`src/rtl/if_stage_if.sv`:
```
// ---------------------------------------------------------------------------
// if_stage_if -- signal bundle between the fetch stage and its surroundings.
//
// Carries the pipeline control inputs (stall, redirect, redirect_pc), the
// instruction ROM port (rom_addr out, rom_inst back in) and the IF/ID
// register outputs handed to decode (if_inst, if_pc, if_pc4, if_valid).
//
// Modports:
//   slave  : the fetch stage itself (drives rom_addr and the IF/ID outputs)
//   master : the environment (control logic, ROM, decode)
// ---------------------------------------------------------------------------
interface if_stage_if;
   logic        stall;
   logic        redirect;
   logic [31:0] redirect_pc;
   logic [31:0] rom_addr;
   logic [31:0] rom_inst;
   logic [31:0] if_inst;
   logic [31:0] if_pc;
   logic [31:0] if_pc4;
   logic        if_valid;

   modport slave (
      input  stall, redirect, redirect_pc, rom_inst,
      output rom_addr, if_inst, if_pc, if_pc4, if_valid
   );

   modport master (
      output stall, redirect, redirect_pc, rom_inst,
      input  rom_addr, if_inst, if_pc, if_pc4, if_valid
   );
endinterface

```
`src/rtl/if_stage.sv`:
```
// ---------------------------------------------------------------------------
// if_stage -- instruction fetch stage with PC register and IF/ID register.
//
// The PC drives the instruction ROM address directly; the ROM answers in the
// same cycle, and the instruction is captured into the IF/ID register on the
// next rising clock edge. Per cycle, redirect beats stall, which beats a normal
// fetch. A redirect loads the word-aligned target into the PC and puts a
// bubble (NOP_INST, if_valid = 0) into IF/ID, which costs one cycle.
//
// Parameters:
//   RESET_PC  PC value loaded by reset
//   NOP_INST  bubble instruction placed in IF/ID on reset or flush
//
// Ports:
//   clk         single clock; all state changes on its rising edge
//   rst         asynchronous active-high reset
//   bus         if_stage_if.slave (stall, redirect, redirect_pc, rom_addr,
//               rom_inst, if_inst, if_pc, if_pc4, if_valid)
//   fetch_cnt   (IF_PERF_CNT_EN only) number of normal fetch cycles
//   flush_cnt   (IF_PERF_CNT_EN only) number of redirect cycles
//
// Configuration macro: IF_PERF_CNT_EN adds the two wrapping 32-bit
// performance counters and their output ports.
// ---------------------------------------------------------------------------
module if_stage #(
   parameter logic [31:0] RESET_PC = 32'h00000000,
   parameter logic [31:0] NOP_INST = 32'hffffffff
) (
   input  logic        clk,
   input  logic        rst,
   if_stage_if.slave   bus
`ifdef IF_PERF_CNT_EN
   ,
   output logic [31:0] fetch_cnt,
   output logic [31:0] flush_cnt
`endif
);

   logic [31:0] pc_q,    pc_d;
   logic [31:0] inst_q,  inst_d;
   logic [31:0] ifpc_q,  ifpc_d;
   logic [31:0] ifpc4_q, ifpc4_d;
   logic        valid_q, valid_d;
   logic [31:0] pcPlus4;

   // PC + 4 wraps naturally at 2^32 and carries no flag.
   assign pcPlus4 = pc_q + 32'd4;

   // Next-state selection: redirect, then stall, then normal fetch.
   // A redirect keeps if_pc/if_pc4 from the last real fetch.
   always_comb begin
      pc_d    = pc_q;
      inst_d  = inst_q;
      ifpc_d  = ifpc_q;
      ifpc4_d = ifpc4_q;
      valid_d = valid_q;
      if (bus.redirect) begin
         pc_d    = {bus.redirect_pc[31:2], 2'b00};
         inst_d  = NOP_INST;
         valid_d = 1'b0;
      end else if (!bus.stall) begin
         pc_d    = pcPlus4;
         inst_d  = bus.rom_inst;
         ifpc_d  = pc_q;
         ifpc4_d = pcPlus4;
         valid_d = 1'b1;
      end
   end

   // PC and IF/ID registers; reset acts immediately and discards any
   // stall or redirect in progress.
   always_ff @(posedge clk or posedge rst) begin
      if (rst) begin
         pc_q    <= RESET_PC;
         inst_q  <= NOP_INST;
         ifpc_q  <= 32'd0;
         ifpc4_q <= 32'd0;
         valid_q <= 1'b0;
      end else begin
         pc_q    <= pc_d;
         inst_q  <= inst_d;
         ifpc_q  <= ifpc_d;
         ifpc4_q <= ifpc4_d;
         valid_q <= valid_d;
      end
   end

`ifdef IF_PERF_CNT_EN
   logic [31:0] fetchCnt_q, flushCnt_q;

   // Count normal fetches and redirect cycles; stall cycles count as neither.
   always_ff @(posedge clk or posedge rst) begin
      if (rst) begin
         fetchCnt_q <= 32'd0;
         flushCnt_q <= 32'd0;
      end else if (bus.redirect) begin
         flushCnt_q <= flushCnt_q + 32'd1;
      end else if (!bus.stall) begin
         fetchCnt_q <= fetchCnt_q + 32'd1;
      end
   end

   assign fetch_cnt = fetchCnt_q;
   assign flush_cnt = flushCnt_q;
`endif

   assign bus.rom_addr = pc_q;
   assign bus.if_inst  = inst_q;
   assign bus.if_pc    = ifpc_q;
   assign bus.if_pc4   = ifpc4_q;
   assign bus.if_valid = valid_q;

endmodule

```
`src/flat_wrapper.sv`:
```
// flat-port wrapper written by rule: the top's interface ports become plain ports
module if_stage_flat 
#(
   parameter logic [31:0] RESET_PC = 32'h00000000,
   parameter logic [31:0] NOP_INST = 32'hffffffff
)
  (clk, rst, bus_stall, bus_redirect, bus_redirect_pc, bus_rom_inst, bus_rom_addr, bus_if_inst, bus_if_pc, bus_if_pc4, bus_if_valid);
  if_stage_if bus_i ();
  input  logic clk;
  input  logic rst;
  input wire logic [$bits(bus_i.stall)-1:0] bus_stall;
  input wire logic [$bits(bus_i.redirect)-1:0] bus_redirect;
  input wire logic [$bits(bus_i.redirect_pc)-1:0] bus_redirect_pc;
  input wire logic [$bits(bus_i.rom_inst)-1:0] bus_rom_inst;
  output wire logic [$bits(bus_i.rom_addr)-1:0] bus_rom_addr;
  output wire logic [$bits(bus_i.if_inst)-1:0] bus_if_inst;
  output wire logic [$bits(bus_i.if_pc)-1:0] bus_if_pc;
  output wire logic [$bits(bus_i.if_pc4)-1:0] bus_if_pc4;
  output wire logic [$bits(bus_i.if_valid)-1:0] bus_if_valid;
  assign bus_i.stall = bus_stall;
  assign bus_i.redirect = bus_redirect;
  assign bus_i.redirect_pc = bus_redirect_pc;
  assign bus_i.rom_inst = bus_rom_inst;
  assign bus_rom_addr = bus_i.rom_addr;
  assign bus_if_inst = bus_i.if_inst;
  assign bus_if_pc = bus_i.if_pc;
  assign bus_if_pc4 = bus_i.if_pc4;
  assign bus_if_valid = bus_i.if_valid;
  if_stage #(.RESET_PC(RESET_PC), .NOP_INST(NOP_INST)) u_core (.clk(clk), .rst(rst), .bus(bus_i));
endmodule
```
`config.mk`:
```
export PLATFORM = sky130hd
export DESIGN_NAME = if_stage_flat
export DESIGN_NICKNAME = d
export VERILOG_FILES = /design/src/rtl/if_stage_if.sv /design/src/rtl/if_stage.sv /design/src/flat_wrapper.sv
export SDC_FILE = /design/constraint.sdc
export NUM_CORES = 1
export LEC_CHECK = 0
export BUFFER_PORTS_ARGS = -buffer_cell sky130_fd_sc_hd__buf_2
export CAP_MARGIN = 10
export CORE_ASPECT_RATIO = 0.75
export CORE_MARGIN = 10
export CORE_UTILIZATION = 30
export DETAILED_ROUTE_END_ITERATION = 7
export GPL_ROUTABILITY_DRIVEN = 1
export GPL_TIMING_DRIVEN = 0
export SYNTH_ARGS = -nofsm -noshare
export SYNTH_HDL_FRONTEND = slang
export SYNTH_SLANG_ARGS = --single-unit
export TNS_END_PERCENT = 1
```
`constraint.sdc`:
```
create_clock -name clk -period 4.8 [get_ports clk]
set_clock_uncertainty 0.15 [all_clocks]
set_input_delay 0.96 -clock clk [delete_from_list [all_inputs] [get_ports clk]]
set_output_delay 0.96 -clock clk [all_outputs]
set_load 0.005 [all_outputs]
```
==> results.py <==
metrics = {
    "worst_setup_path": {
        "endpoint_kind": "flip-flop",
        "path_buf_inv": 4,
        "crit_chain": "buf_2 > buf_1 > nor2_1 > clkbuf_1 > buf_1 > a21oi_1",
        "startpoint_type": "primary input",
        "cp_slowest_stage_delay_ns": 0.54,
        "crit_required_ns": 4.92,
        "cpMostUsedCell": "buf_1",
        "cp_top_family": "buffers and inverters",
        "reg2reg_slack_ns": 2.07,
        "crit_cells": 6,
        "r2r-start": "u_core.bus.rom_addr[2]",
        "cp_max_fo": 10,
        "r2r_end": "u_core.bus.rom_addr[26]",
        "arrival_ns": 3.10,
        "worstRegToRegCells": 6,
        "critPathSlowestCell": "nor2_1",
        "critical_path_class": "primary input to flip-flop",
    },
    "clock_tree": {
        "clockRootBuffer": "clkbuf_16",
        "cts_tree": "done",
        "clock_sinks": 123,
        "cts-buffers-inserted": 17,
        "cts.clk_slew.worst_paths_ns": 0.06,
        "clock_latency_ns": 0.41,
        "cts_max_level": 4,
        "clockBufferDepth": 2,
        "hold_buffers": 0,
        "post_cts_resize_count": 0,
        "cts_setup_buffers": 0,
    },
    "timing": {
        "rsz0062_at_grt": "false",
        "min_period_over_period": 0.622,
        "tightest_slew_ns": 0.966,
        "final-setup-viol-count": 0,
        "setup_tns_ns": 0,
        "max_clock_freq_ghz": 0.335,
        "slew_headroom": 0.351,
        "maxSlewViolCount": 0,
        "finalCriticalPeriod_ns": 2.98,
        "finalHoldViolations": 0,
    },
    "floorplan": {
        "coreArea_mm2": 0.0187,
        "fp.dieW_um": 180,
        "dieArea_mm2": 0.0253,
        "start_util": 0.309,
        "pin_count": 197,
        "rows": 43,
        "fp.dieH_um": 140,
    },
    "synth": {
        "ys_warn_count": 0,
        "yosysUniqueCellTypes": 37,
        "async_flop_share": 1.00,
        "syn_avg_cell_area_um2": 10.6,
        "ys_ff_latch": 123,
        "synthFlopType": "dfrtp_1",
        "synth_edf_count": 0,
        "netlist_instances": 545,
        "yosysSeqAreaShare": 0.538,
        "syn-cell-area_mm2": 0.00579,
    },
    "placed_design": {
        "place.gp.congestion": 0.758,
        "dpl.hpwl_mm": 14.3,
        "port_buffers": 187,
        "placed_cell_area_mm2": 0.00709,
    },
    "grt": {
        "track_usage": 0.150,
        "grt.overflow.total": 0,
        "grt_pass1_wl_mm": 30.1,
        "grt_pass1_vias": 5071,
        "antenna_found_initial": 0,
        "grt_max_degree": 72,
    },
    "hold_path": {
        "holdPathStages": 1,
        "hold_path.class": "flip-flop to flip-flop",
        "hold-path-endpoint": "u_core.bus.if_pc[23]",
        "hp-start": "u_core.bus.if_pc[23]",
    },
    "power": {
        "leakagePower_nw": 3.36,
        "p_sw_frac": 0.270,
        "vdd_ir_drop_max_uv": 166,
        "intPower_mw": 2.20,
        "pwr-share-comb": 0.166,
        "power_per_cell_area_mw_per_mm2": 393,
        "clockPowerShare": 0.413,
        "sequentialPowerShare": 0.421,
        "p_switching_uw": 814,
    },
    "routing": {
        "vias_per_cell": 4.69,
        "drcViolationCount": 0,
        "drt_iter0_drc": 243,
        "drt_first_pass_iters": 4,
        "num_vias": 4767,
        "wl_mm": 19.0,
        "detail-route-antenna-nets": 0,
        "drt-wirelength-per-cell_um": 18.7,
    },
    "finish": {
        "most-common-layout-cells": "buf_2, dfrtp_1, nand2_1",
        "final_common_cell": "buf_2",
        "area_growth_pct": 32.3,
        "drive_gt1_frac": 0.400,
        "final_nets": 826,
        "antenna_cells": 0,
        "fin_area_mm2": 0.00766,
    },
    "job": {
        "drv_cap": 0,
    },
    "outcome": {
        "status": "complete, no violations",
    },
}
## kinds of logic (layout without fill, tap and decap cells)
kind of cell,Yosys count,after routing,synth area share
and+or+nand+nor,186,186,0.168
DFF,123,123,0.538
AOI/OAI and AO/OA,91,91,0.0993
xor gates and xnor gates,57,57,0.0862
buffers and inverters,53,273,0.0417
muxes,33,33,0.0639
adders and majority gates,1,1,0.00216
other,1,6,0.000647
## stage by stage
step / setup slack (ns) / utilization / std cells / hold WS [ns] / power, mW
3_5_place_dp: 1.29 / 0.379 / 985 / 0.343 / 1.80
5_1_grt: 1.56 / 0.409 / 1017 / 0.365 / 3.17
3_3_place_gp: -1.28 / 0.377 / 984 / 0.335 / 1.78
6_report: 1.82 / 0.409 / 1017 / 0.352 / 3.01
4_1_cts: 1.73 / 0.409 / 1017 / 0.355 / 3.06
2_1_floorplan: 0.472 / - / 550 / 0.355 / 1.53
## worst reg2reg max path: cells and delay by family, from the launching register on
family / cells / cell delay (ns)
AO/OA/AOI/OAI: 1 / 0.14
XOR/XNOR: 1 / 0.19
adder cells (fa/ha/maj): 1 / 0.31
flip-flops: 1 / 0.47
AND/OR/NAND/NOR: 3 / 1.40
## sequential cells by signal, summed over array words and instances (netlist names)
register	flops
u_core.bus.if_inst	32
u_core.bus.if_pc4	30
u_core.bus.if_pc	30
u_core.bus.rom_addr	30
u_core.bus.if_valid	1
## layer usage
metal	GRT usage	vias up	routed length (um)
met2	0.225	151	8430
met1	0.196	2323	8780
met3	0.0636	13	1610
met5	0	-	0
met4	0.0293	0	183
li1	-	2280	-
## power groups by stage
stage                     Combinational [mW]  Sequential [mW]  Clock, mW
after CTS                              0.514             1.27       1.27
after global routing                   0.562             1.29       1.32
final                                  0.500             1.27       1.24
after global placement                 0.506             1.28          0
after detailed placement               0.511             1.28          0
after floorplan                        0.242             1.29          0
## synthesized netlist by cell type (2+ instances only)
cell type | instances | area share
nand3_1 | 14 | 0.012
dfstp_2 | 32 | 0.15
nor2_1 | 44 | 0.029
nor4_2 | 3 | 0.0065
o21ai_1 | 4 | 0.0035
o21ai_0 | 25 | 0.022
or2_2 | 2 | 0.0022
mux2_2 | 32 | 0.062
nor4_4 | 2 | 0.0073
and4_1 | 3 | 0.0045
nor2b_1 | 33 | 0.036
nor4_1 | 2 | 0.0022
nor3_1 | 13 | 0.011
buf_2 | 6 | 0.0052
nand4_1 | 10 | 0.011
nand2_1 | 50 | 0.032
clkbuf_2 | 4 | 0.0035
buf_1 | 7 | 0.0045
and3_1 | 3 | 0.0032
xnor2_1 | 28 | 0.042
a21oi_1 | 30 | 0.026
inv_1 | 2 | 0.0013
nand4_2 | 2 | 0.0043
a211o_1 | 32 | 0.048
dfrtp_1 | 91 | 0.39
clkbuf_1 | 27 | 0.017
xor2_1 | 29 | 0.044
buf_4 | 6 | 0.0078
## worst max path at each step
stage / from / end / slack [ns]
2_1_floorplan: rst / u_core.bus.if_pc4[10] / 0.47
3_3_place_gp: rst / u_core.bus.if_pc[17] / -1.28
3_5_place_dp: bus_stall / u_core.bus.if_pc4[10] / 1.29
4_1_cts: bus_stall / u_core.bus.if_pc4[28] / 1.73
5_1_grt: bus_stall / u_core.bus.if_pc4[29] / 1.56
6_report: bus_stall / u_core.bus.if_pc4[10] / 1.82
## area by class of cell
type                            count  area, um2
Fill cell                        1878      11100
Sequential cell                   123       3120
Multi-Input combinational cell    374       2450
Timing Repair Buffer              188        963
Clock buffer                       28        549
Tap cell                          247        309
Buffer                             51        234
Clock inverter                      4       25.0
Inverter                            2       12.5
No activity file was read; power rests on OpenSTA's default activity.
